`src/rtl/gf_inv_seq.sv`:
```
// Sequential GF(2^8) inverter: computes a^254 by square-and-multiply on one shared multiplier.
// Valid/ready handshake on both sides; one operand in flight at a time.
module gf_inv_seq #(
    parameter logic [7:0] POLY = 8'h1B
) (
    input  logic       clk,
    input  logic       rst,
    input  logic       in_valid,
    output logic       in_ready,
    input  logic [7:0] in_data,
    output logic       out_valid,
    input  logic       out_ready,
    output logic [7:0] out_data,
    output logic       busy
);

    typedef enum logic [1:0] {StIdle, StSqr, StMul, StDone} state_e;

    state_e     state_q, state_d;
    logic [7:0] acc_q, acc_d;
    logic [7:0] opnd_q, opnd_d;
    logic [2:0] step_q, step_d;
    logic [7:0] out_data_q, out_data_d;
    logic       out_valid_q, out_valid_d;
    logic [7:0] mul_b;
    logic [7:0] mult;

    // Shift-and-add multiply, reducing by x^8 + POLY after every shift.
    function automatic logic [7:0] gf_mul(input logic [7:0] a, input logic [7:0] b);
        logic [7:0] p;
        logic [7:0] x;
        p = 8'h00;
        x = a;
        for (int i = 0; i < 8; i++) begin
            if (b[i]) p = p ^ x;
            x = {x[6:0], 1'b0} ^ (x[7] ? POLY : 8'h00);
        end
        return p;
    endfunction

    assign mul_b = (state_q == StMul) ? opnd_q : acc_q;
    assign mult  = gf_mul(acc_q, mul_b);

    always_comb begin
        state_d     = state_q;
        acc_d       = acc_q;
        opnd_d      = opnd_q;
        step_d      = step_q;
        out_data_d  = out_data_q;
        out_valid_d = out_valid_q;
        unique case (state_q)
            StIdle: begin
                if (in_valid) begin
                    acc_d   = in_data;
                    opnd_d  = in_data;
                    step_d  = 3'd6;
                    state_d = StSqr;
                end
            end
            StSqr: begin
                acc_d = mult;
                if (step_q != 3'd0) begin
                    state_d = StMul;
                end else begin
                    // Last exponent bit is 0: the square is the final result.
                    out_data_d  = mult;
                    out_valid_d = 1'b1;
                    state_d     = StDone;
                end
            end
            StMul: begin
                acc_d   = mult;
                step_d  = step_q - 3'd1;
                state_d = StSqr;
            end
            StDone: begin
                if (out_ready) begin
                    out_valid_d = 1'b0;
                    state_d     = StIdle;
                end
            end
            default: state_d = StIdle;
        endcase
    end

    always_ff @(posedge clk) begin
        if (rst) begin
            state_q     <= StIdle;
            acc_q       <= 8'h00;
            opnd_q      <= 8'h00;
            step_q      <= 3'd0;
            out_data_q  <= 8'h00;
            out_valid_q <= 1'b0;
        end else begin
            state_q     <= state_d;
            acc_q       <= acc_d;
            opnd_q      <= opnd_d;
            step_q      <= step_d;
            out_data_q  <= out_data_d;
            out_valid_q <= out_valid_d;
        end
    end

    assign in_ready  = (state_q == StIdle);
    assign busy      = (state_q == StSqr) || (state_q == StMul);
    assign out_valid = out_valid_q;
    assign out_data  = out_data_q;

endmodule

```
`config.mk`:
```
export PLATFORM = sky130hd
export DESIGN_NAME = gf_inv_seq
export DESIGN_NICKNAME = d
export VERILOG_FILES = /design/src/rtl/gf_inv_seq.sv
export SDC_FILE = /design/constraint.sdc
export NUM_CORES = 1
export LEC_CHECK = 0
export CAP_MARGIN = 5
export CELL_PAD_IN_SITES_DETAIL_PLACEMENT = 0
export CELL_PAD_IN_SITES_GLOBAL_PLACEMENT = 1
export CORE_MARGIN = 2
export CORE_UTILIZATION = 30
export DETAILED_ROUTE_END_ITERATION = 6
export PLACE_DENSITY = 0.68
export SYNTH_ARGS = -nofsm -noshare
export SYNTH_HDL_FRONTEND = slang
export SYNTH_SLANG_ARGS = --single-unit
```
`constraint.sdc`:
```
create_clock -name clk -period 3.9 [get_ports clk]
set_input_delay 0.585 -clock clk [delete_from_list [all_inputs] [get_ports clk]]
set_output_delay 0.585 -clock clk [all_outputs]
set_load 0.01 [all_outputs]
```
==> qor.json <==
{
  "drt": {
    "drt_iter0_markers": 290,
    "routedWlPerCell_um": 16.8,
    "drt_first_pass_iters": 4,
    "route.vias.total": 3123,
    "drcViolationCount": 0,
    "detail_route.wirelength_mm": 9.79,
    "ant_nets": 0,
    "post_drt_via_cell_ratio": 5.37
  },
  "timing": {
    "fin_crit_sh_pct": 77.0,
    "finalSetupViolCount": 0,
    "report.final.slew_viol_count": 0,
    "setup_repair_after_global_routing_missed_its_margin": "no",
    "min_period_ns": 3.00,
    "transition_time_at_the_pin_with_the_least_slew_margin_ns": 0.799,
    "max_slew_margin_pct": 45.7,
    "timing.final.ws_setup_ns": 0.898,
    "timing_hold_violations_final": 0,
    "fmax_mhz": 333,
    "worst_clk_skew_ns": 0.00844,
    "setup_total_negative_slack_ns": 0
  },
  "finish": {
    "diodes": 0,
    "layout.core_utilization_pct": 34.5,
    "drive_gt1_share_pct": 7.62,
    "stdcell_count": 582,
    "final_nets": 463,
    "final_design_area_no_fill_sq_mm": 0.00357,
    "synthesis_to_layout_area_growth_pct": 12.0
  },
  "floorplanning": {
    "die-area_sq_mm": 0.0115,
    "die_h_um": 107,
    "chipWidth_um": 107,
    "floorplan.initialDensity_pct": 30.8,
    "placeableCoreArea_sq_mm": 0.0103,
    "placementRows": 37,
    "ioPinCount": 23
  },
  "cts": {
    "cts.reportedPaths.clkPinSlew_ns": 0.07,
    "cts_setup_buffers": 0,
    "cts.htree.levels": 2,
    "cts_tree": "built",
    "cts-buffers-inserted": 5,
    "post_cts_hold_buffer_count": 0,
    "tritoncts_num_sinks": 30,
    "root_buffer": "sky130_fd_sc_hd__clkbuf_8",
    "clock_latency_ns": 0.28,
    "clockBufferDepth": 2,
    "cts_resized": 0
  },
  "yosys": {
    "synth_cells": 443,
    "synthesis.area_per_instance_sq_um": 7.19,
    "ys_dominant_reg_cell": "sky130_fd_sc_hd__dfxtp_1",
    "postSynthRegisterBits": 30,
    "synth_edf_count": 0,
    "yosysSeqAreaShare_pct": 18.9,
    "asyncSetResetFlopFracSynth_pct": 0,
    "ys.warnings.count": 0,
    "netlist_area_sq_mm": 0.00318,
    "yosysUniqueCellTypes": 55,
    "total_nets_after_synthesis": 461
  },
  "global_route": {
    "global_route_wire_length_before_repair_mm": 15.4,
    "global_route.usage.total_pct": 17.2,
    "grt-ovfl-total": 0,
    "vias_in_the_first_global_route": 2816,
    "pin_count_of_the_biggest_net_entering_global_routing": 36,
    "antenna_found_initial": 0
  },
  "setup_path": {
    "r2r.worst_path.cells": 11,
    "worstPathMaxFanout": 35,
    "critical_path_startpoint_category": "flop",
    "ff2ff_setup_slack_ns": 0.90,
    "worst_setup_path_end_kind": "flop",
    "endpoint": "acc_q[2]",
    "timing_worst_setup_path_type": "reg2reg",
    "setup.worst_path.start": "state_q[0]",
    "critical_path_required_ns": 4.13,
    "r2r_end": "acc_q[2]",
    "arrival_time_of_data_at_the_critical_path_endpoint_ns": 3.23,
    "reg2reg_from": "state_q[0]"
  },
  "placement": {
    "placement.io_buffers": 22,
    "post-place-ws_ns": 0.986,
    "place_area_sq_mm": 0.00347,
    "hpwlAfterDp_mm": 7.11,
    "dp_cells": 574,
    "gp_congestion": 0.864
  },
  "min_path": {
    "timing.hold.worst.class": "reg2reg"
  },
  "pwr": {
    "cellPowerDensity_mw_per_mm2": 821,
    "peakVddDrop_uv": 284,
    "power_leakage_uw": 0.00119
  },
  "outcome": {
    "outcome": "finished, final reports clean"
  },
  "job": {
    "maxCapViolCount": 0
  }
}
==> cells in the mapped netlist, types with 14 or more instances <==
master / instances / area (sq um)
sky130_fd_sc_hd__inv_1: 15 / 56.3
sky130_fd_sc_hd__dfxtp_1: 30 / 601
sky130_fd_sc_hd__xnor2_1: 50 / 438
sky130_fd_sc_hd__clkbuf_1: 16 / 60.1
sky130_fd_sc_hd__a21oi_1: 42 / 210
sky130_fd_sc_hd__buf_2: 14 / 70.1
sky130_fd_sc_hd__nor2_1: 35 / 131
sky130_fd_sc_hd__o21ai_0: 29 / 145
sky130_fd_sc_hd__xor2_1: 16 / 140
sky130_fd_sc_hd__nand2_1: 56 / 210
sky130_fd_sc_hd__o22ai_1: 14 / 87.6
==> how the worst min path moves through the flow <==
stage | startpoint | endpoint | slack, ns | cells past startpoint
detailed placement | out_data[6] | out_data[6] | 0.46 | 2
floorplan | opnd_q[2] | opnd_q[2] | 0.45 | 2
global placement | out_data[6] | out_data[6] | 0.45 | 2
CTS | out_data[6] | out_data[6] | 0.47 | 2
finish | out_data[6] | out_data[6] | 0.46 | 2
global route | out_data[5] | out_data[5] | 0.49 | 2
==> report_power, final <==
part	total [uW]	switching, uW	internal, uW
clock network	268	126	142
registers	560	176	384
logic	2100	1220	881
==> cell usage in the layout (no fill, tap or decap), types with 3 or more instances in the layout <==
master and instances:
sky130_fd_sc_hd__o21ai_0 29, sky130_fd_sc_hd__a211oi_1 5, sky130_fd_sc_hd__dfxtp_1 30, sky130_fd_sc_hd__nand3_1 11, sky130_fd_sc_hd__xor2_1 16, sky130_fd_sc_hd__o211ai_1 3, sky130_fd_sc_hd__nand2_1 56, sky130_fd_sc_hd__mux2i_1 7
sky130_fd_sc_hd__and2_1 3, sky130_fd_sc_hd__o22ai_1 14, sky130_fd_sc_hd__nor2_1 35, sky130_fd_sc_hd__a31oi_1 4, sky130_fd_sc_hd__nor2b_1 6, sky130_fd_sc_hd__clkdlybuf4s50_1 22, sky130_fd_sc_hd__and3_1 4, sky130_fd_sc_hd__a21boi_0 3
sky130_fd_sc_hd__nor3_1 11, sky130_fd_sc_hd__buf_4 10, sky130_fd_sc_hd__nand2b_1 7, sky130_fd_sc_hd__a21oi_1 42, sky130_fd_sc_hd__a221oi_1 5, sky130_fd_sc_hd__ha_1 6, sky130_fd_sc_hd__xnor2_1 50, sky130_fd_sc_hd__o311ai_0 3
sky130_fd_sc_hd__o21a_1 4, sky130_fd_sc_hd__inv_1 15, sky130_fd_sc_hd__mux2_2 3, sky130_fd_sc_hd__clkbuf_8 6
==> registers in the layout, summed over array words and instances, names as in the netlist <==
register   flops
opnd_q         8
out_valid      1
acc_q          8
state_q        2
out_data       8
step_q         3
==> cell families after synthesis <==
family	Yosys count	synth area share, %
adders and majority gates	6	2.36
xor gates and xnor gates	69	19.9
buffers and inverters	54	7.98
DFF	30	18.9
muxes	15	6.01
and+or+nand+nor	142	20.0
AOI/OAI and AO/OA	127	24.9
==> critical path, cell delays in order, from the launching register on <==
cell and delay (ns):
sky130_fd_sc_hd__dfxtp_1 0.34, sky130_fd_sc_hd__inv_1 0.09, sky130_fd_sc_hd__ha_1 0.19, sky130_fd_sc_hd__buf_12 0.23, sky130_fd_sc_hd__mux2i_2 0.72, sky130_fd_sc_hd__a221oi_1 0.20, sky130_fd_sc_hd__nor2_1 0.17, sky130_fd_sc_hd__a211oi_2 0.05
sky130_fd_sc_hd__xor2_1 0.19, sky130_fd_sc_hd__xnor2_1 0.17, sky130_fd_sc_hd__a2111oi_1 0.43, sky130_fd_sc_hd__a31o_1 0.15
==> metal layers <==
metal	track usage (%)	vias up	share of wire, %
met5	0	-	0
met4	4.08	0	1.1
met3	2.55	10	5.1
met2	27.7	89	46
met1	24.3	1486	47
li1	-	1538	-
==> area by class of cell <==
cell class | count | area (sq um)
Fill cell | 1102 | 6760
Sequential cell | 30 | 601
Timing Repair Buffer | 33 | 315
Multi-Input combinational cell | 359 | 2330
Tap cell | 136 | 170
Clock buffer | 7 | 86.3
Inverter | 16 | 60.1
Clock inverter | 1 | 5.00
==> metrics by stage <==
step	hold slack, ns	power [uW]
after CTS	0.470	2920
after global routing	0.489	3150
after floorplan	0.455	2100
after global placement	0.453	2630
after detailed placement	0.460	2630
final	0.459	2930
(Power assumes the default switching activity.)
